===== config.mk =====
export PLATFORM = sky130hd
export DESIGN_NAME = fetch_unit
export DESIGN_NICKNAME = d
export VERILOG_FILES = /design/src/rtl/riscv_pkg.sv /design/src/rtl/pc_reg.sv /design/src/rtl/fetch_unit.sv
export SDC_FILE = /design/constraint.sdc
export NUM_CORES = 1
export LEC_CHECK = 0
export ABC_AREA = 1
export BUFFER_PORTS_ARGS = -buffer_cell sky130_fd_sc_hd__buf_2
export CAP_MARGIN = 20
export CORE_ASPECT_RATIO = 1.5
export CORE_UTILIZATION = 45
export CTS_BUF_LIST = sky130_fd_sc_hd__clkbuf_8
export DETAILED_ROUTE_END_ITERATION = 10
export PLACE_DENSITY = 0.83
export SYNTH_ARGS = -nofsm -noshare
export SYNTH_HDL_FRONTEND = slang
export SYNTH_SLANG_ARGS = --single-unit

===== constraint.sdc =====
create_clock -name clk -period 1.84 [get_ports clk]
set_input_delay 0.092 -clock clk [delete_from_list [all_inputs] [get_ports clk]]
set_output_delay 0.092 -clock clk [all_outputs]
set_load 0.005 [all_outputs]

===== src/rtl/riscv_pkg.sv =====
// Shared RV32 definitions: datapath width, base opcodes, fetch FSM encoding and default reset PC.
package riscv_pkg;

    localparam int unsigned XLEN = 32;

    localparam logic [6:0] OP_ADD    = 7'b0110011;
    localparam logic [6:0] OP_ADDI   = 7'b0010011;
    localparam logic [6:0] OP_LW     = 7'b0000011;
    localparam logic [6:0] OP_SW     = 7'b0100011;
    localparam logic [6:0] OP_BRANCH = 7'b1100011;
    localparam logic [6:0] OP_JAL    = 7'b1101111;
    localparam logic [6:0] OP_JALR   = 7'b1100111;
    localparam logic [6:0] OP_AUIPC  = 7'b0010111;

    typedef logic [1:0] fetch_state_t;

    localparam fetch_state_t FETCH_IDLE  = 2'd0;
    localparam fetch_state_t FETCH_WAIT  = 2'd1;
    localparam fetch_state_t FETCH_VALID = 2'd2;

    localparam logic [XLEN-1:0] DEFAULT_RESET_PC = 32'h0000_0000;

endpackage


===== src/rtl/pc_reg.sv =====
// Program counter with next-PC select; a misaligned branch target leaves the PC untouched.
module pc_reg
    import riscv_pkg::*;
#(
    parameter logic [XLEN-1:0] RESET_PC = DEFAULT_RESET_PC
) (
    input  logic            clk,
    input  logic            rst_n,
    input  logic            update,
    input  logic            pc_src,
    input  logic [XLEN-1:0] branch_target,
    output logic [XLEN-1:0] pc,
    output logic [XLEN-1:0] pc_plus4,
    output logic            misaligned
);

    logic [XLEN-1:0] pc_q, pc_d;

    assign pc_plus4   = pc_q + 32'd4;
    assign misaligned = update && pc_src && (branch_target[1:0] != 2'b00);
    assign pc         = pc_q;

    always_comb begin
        pc_d = pc_q;
        if (update && !misaligned) begin
            pc_d = pc_src ? branch_target : pc_plus4;
        end
    end

    always_ff @(posedge clk or negedge rst_n) begin
        if (!rst_n) begin
            pc_q <= RESET_PC;
        end else begin
            pc_q <= pc_d;
        end
    end

endmodule


===== src/rtl/fetch_unit.sv =====
// Instruction fetch unit: IDLE -> WAIT -> VALID handshake with instruction memory.
// Optional WAIT timeout enabled by defining FETCH_TIMEOUT_EN.
module fetch_unit
    import riscv_pkg::*;
#(
    parameter logic [XLEN-1:0] RESET_PC = DEFAULT_RESET_PC
) (
    input  logic            clk,
    input  logic            rst_n,
    input  logic            fetch_start,
    input  logic            pc_update,
    input  logic            pc_src,
    input  logic [XLEN-1:0] branch_target,
    output logic            i_mem_req,
    output logic [XLEN-1:0] i_mem_addr,
    input  logic            i_mem_ack,
    input  logic [XLEN-1:0] i_mem_rdata,
    output logic [XLEN-1:0] ir,
    output logic [6:0]      opcode,
    output logic            ir_valid,
    output logic [XLEN-1:0] pc,
    output logic [XLEN-1:0] pc_plus4,
    output logic            fetch_err
);

    fetch_state_t    state_q, state_d;
    logic            req_q, req_d;
    logic [XLEN-1:0] ir_q, ir_d;
    logic            ir_valid_q, ir_valid_d;
    logic            err_q, err_d;
    logic            pc_upd;
    logic            misaligned;

`ifdef FETCH_TIMEOUT_EN
    logic [3:0] tmo_q, tmo_d;
`endif

    // pc_update is honoured only outside an outstanding memory request
    assign pc_upd = pc_update && (state_q != FETCH_WAIT);

    pc_reg #(
        .RESET_PC (RESET_PC)
    ) u_pc_reg (
        .clk           (clk),
        .rst_n         (rst_n),
        .update        (pc_upd),
        .pc_src        (pc_src),
        .branch_target (branch_target),
        .pc            (pc),
        .pc_plus4      (pc_plus4),
        .misaligned    (misaligned)
    );

    always_comb begin
        state_d    = state_q;
        req_d      = req_q;
        ir_d       = ir_q;
        ir_valid_d = ir_valid_q;
        err_d      = err_q | misaligned;
`ifdef FETCH_TIMEOUT_EN
        tmo_d      = 4'd0;
`endif
        case (state_q)
            FETCH_IDLE: begin
                // A fault raised by a same-cycle pc_update also blocks the fetch
                if (fetch_start && !err_d) begin
                    state_d = FETCH_WAIT;
                    req_d   = 1'b1;
                end
            end
            FETCH_WAIT: begin
                if (i_mem_ack) begin
                    ir_d       = i_mem_rdata;
                    ir_valid_d = 1'b1;
                    req_d      = 1'b0;
                    state_d    = FETCH_VALID;
                end
`ifdef FETCH_TIMEOUT_EN
                else if (tmo_q == 4'hF) begin
                    err_d   = 1'b1;
                    req_d   = 1'b0;
                    state_d = FETCH_IDLE;
                end else begin
                    tmo_d = tmo_q + 4'd1;
                end
`endif
            end
            FETCH_VALID: begin
                if (pc_update) begin
                    ir_valid_d = 1'b0;
                    state_d    = FETCH_IDLE;
                end
            end
            default: begin
                state_d = FETCH_IDLE;
                req_d   = 1'b0;
            end
        endcase
    end

    always_ff @(posedge clk or negedge rst_n) begin
        if (!rst_n) begin
            state_q    <= FETCH_IDLE;
            req_q      <= 1'b0;
            ir_q       <= '0;
            ir_valid_q <= 1'b0;
            err_q      <= 1'b0;
        end else begin
            state_q    <= state_d;
            req_q      <= req_d;
            ir_q       <= ir_d;
            ir_valid_q <= ir_valid_d;
            err_q      <= err_d;
        end
    end

`ifdef FETCH_TIMEOUT_EN
    always_ff @(posedge clk or negedge rst_n) begin
        if (!rst_n) begin
            tmo_q <= 4'd0;
        end else begin
            tmo_q <= tmo_d;
        end
    end
`endif

    assign i_mem_req  = req_q;
    assign i_mem_addr = pc;
    assign ir         = ir_q;
    assign opcode     = ir_q[6:0];
    assign ir_valid   = ir_valid_q;
    assign fetch_err  = err_q;

endmodule


==> flow_summary.yaml <==
worst_setup_path:
  path_cells: "ha_2 > nand2_2 > nor2_4 > nand2_4 > nor2_4 > nand2_1 > nand2_1 > nand2_1 > buf_2"
  critPathLaunchType: "flop"
  reg2reg_slack_ps: 220
  max_stage_delay_ps: 390
  arrival_ps: 1800
  crit_top_cell: "nand2_1"
  cp_top_family: "simple AND/OR/NAND/NOR gates"
  crit_slowest_cell: "dfrtp_1"
  critPathRequiredTime_ps: 1750
  critPathMaxFanout: 7
  timing.rr.start: "u_pc_reg.pc[3]"
  end_kind: "output port"
  worst-path-buf-inv: 1
  path_class: "flop to output port"
  crit-reg2reg-capture: "u_pc_reg.pc[26]"
  reg2reg_depth: 11
logic_synthesis:
  yosysTopAreaCell: "dfrtp_1"
  synth-main-ff-cell: "dfrtp_1"
  ys_seq_area_share_pct: 41.0
  synth_top_area_share_pct: 41.0
  synth_most_common_cell: "nand2_1"
  ys_types: 30
  synth_common_cells: "nand2_1 (154), nor2_1 (74), dfrtp_1 (69)"
  async_flop_share_pct: 100
  syn_area_per_cell_um2: 7.88
  synthesis.nets: 605
  synth_area_mm2: 0.00421
  synth_cells: 534
  yosysWarnings: 0
  synth_area_leaders: "dfrtp_1 (41%), nand2_1 (14%), mux2_2 (8.6%)"
  synth_seq_cells: 69
  synth-edff-count: 0
pwr:
  p_leak_nw: 3.38
  pwr-share-clk_pct: 28.6
  ir_drop_mv: 0.644
  combPwrFrac_pct: 32.5
  p_seq_share_pct: 39.0
  power.internal_mw: 3.20
  p_sw_mw: 1.67
  switching_share_pct: 34.3
  power_density_mw_per_mm2: 809
sta:
  max_freq_mhz: 529
  layout_min_cycle_time_ps: 1890
  fin_ws_ps: -52.0
  finClkSkew_ps: 7.58
  finalHoldViolations: 0
  slew-limit-headroom_pct: 72.9
  post-route-period-util_pct: 103
  tightest_slew_ps: 406
  maxSlewViolCount: 0
  setup_viol: 8
  rsz0062_at_grt: "yes"
drt:
  post_drt_wl_per_cell_um: 15.7
  routed_wl_um: 13800
  drc_errors: 0
  dr.pass1.iters: 4
  via_per_inst: 5.06
  drt-initial-drc-count: 169
  drtAntennaViolNets: 0
  num_vias: 4467
clock_network:
  cts_sinks: 69
  worst_skew_pair.late_latency_ps: 360
  cts_buffers: 9
  cts-root-buf: "clkbuf_8"
  cts_tree: "built"
  htree_num_levels: 3
  clockBufferDepth: 2
  clkTransAtPathRegs_ps: 80
floorplanning:
  chipHeight_um: 120
  num_io_pins: 208
  dieArea_mm2: 0.00975
  die_w_um: 81.0
  core_mm2: 0.00893
  num_rows: 42
  start_util_pct: 47.1
job:
  cap_violations: 0
grt:
  globalRouteMet3Util_pct: 7.47
  gr-usage-met2_pct: 52.7
  met1_usage_pct: 31.8
  grt-busiest-layer: "met2"
  antenna_found_initial: 0
  overflow: 0
  grt_pass1_wl_um: 21400
  grt_usage_pct: 29.2
  grt_pass1_vias: 4397
  grt_max_degree: 70
status:
  outcome: "finished with violations"
  violations: "setup timing"
layout:
  antenna_cells: 0
  nNetsFinal: 838
  syn_to_final_growth_pct: 43.0
  drive_gt1_share_pct: 47.0
  finish.instance_area_mm2: 0.00602
placement:
  io_buffer_count: 207
  hpwl_um: 9580
  dp_slack_ps: 217
  place_area_mm2: 0.00512
  place_congestion: 0.901
hold_path:
  worstHoldPathCells: 3
  holdCritStartpoint: "branch_target[7]"
  hold_end: "u_pc_reg.pc[7]"
  hold_class: "input port to flop"
[cells in the final DEF (no fill, tap or decap), drive strengths merged]
master         n
a21boi         2
a21oi         15
a31oi          2
buf          241
bufinv         2
clkbuf         9
clkinv         5
dfrtp         69
dlygate4sd3   36
ha             1
inv           45
mux2          32
nand2        166
nand3         26
nand3b         3
nand4          2
nor2          84
o21ai         18
o22ai          5
or2            1
xnor2          1
xor2           7
[how the worst max path moves through the flow]
stage	start	to	slack (ps)	depth (start not counted)
after floorplan	u_pc_reg.pc[3]	u_pc_reg.pc[22]	350	10
after global placement	u_pc_reg.pc[3]	u_pc_reg.pc[22]	280	10
after detailed placement	u_pc_reg.pc[3]	u_pc_reg.pc[26]	220	10
after CTS	u_pc_reg.pc[2]	pc_plus4[28]	-70	9
after global routing	u_pc_reg.pc[2]	pc_plus4[30]	-170	9
final	u_pc_reg.pc[3]	pc_plus4[30]	-50	9
[power groups by stage]
| stage | registers (mW) | logic (mW) | clock network (mW) |
|---|---|---|---|
| floorplan | 1.89 | 0.759 | 0 |
| finish | 1.90 | 1.58 | 1.39 |
| global placement | 1.91 | 1.28 | 0 |
| detailed placement | 1.92 | 1.30 | 0 |
| global route | 1.92 | 1.74 | 1.48 |
| CTS | 1.90 | 1.40 | 1.42 |
[metal layers]
layer / up-vias / share of wire, %
met5: - / 0
met2: 209 / 54
li1: 2111 / -
met4: 0 / 2.0
met1: 2128 / 38
met3: 19 / 6.3
[per-stage QoR]
stage | TNS [ps] | power [mW] | hold slack, ps | instances | util [%]
floorplan | 0 | 2.65 | -204 | 534 | -
global placement | 0 | 3.19 | 147 | 806 | 57.3
detailed placement | 0 | 3.22 | 152 | 806 | 57.3
CTS | -385 | 4.72 | 25.0 | 864 | 64.7
global route | -1780 | 5.14 | 36.0 | 882 | 67.4
finish | -204 | 4.87 | 32.9 | 882 | 67.4
[kinds of logic after synthesis]
| group | share of synthesized area, % |
|---|---|
| AND/OR/NAND/NOR | 29.7 |
| buffers and inverters | 12.9 |
| flip-flops | 41.0 |
| AO/OA/AOI/OAI | 5.86 |
| multiplexers | 8.56 |
| XOR/XNOR | 1.66 |
| adder cells (fa/ha/maj) | 0.297 |
[tightest hold or removal path, cell delays in order]
cell,delay (ps)
buf_2,80
o21ai_0,60
o22ai_1,110
[what timing repair did]
action,in CTS,in global routing
hold buffers,36,0
gates resized for setup,15,41
buffers inserted,6,18
pin swaps,7,11
setup endpoints to repair,19,24
endpoints found under the hold margin,104,0
[final cells by class]
| type | instances | area (um2) |
|---|---|---|
| clock buffer | 9 | 124 |
| clock inverter | 7 | 91.3 |
| fill | 761 | 2910 |
| inverter | 45 | 169 |
| multi-input combinational | 365 | 2050 |
| sequential | 69 | 1750 |
| tap | 110 | 138 |
| timing repair buffer | 277 | 1700 |
No activity file was read; power rests on OpenSTA's default activity.
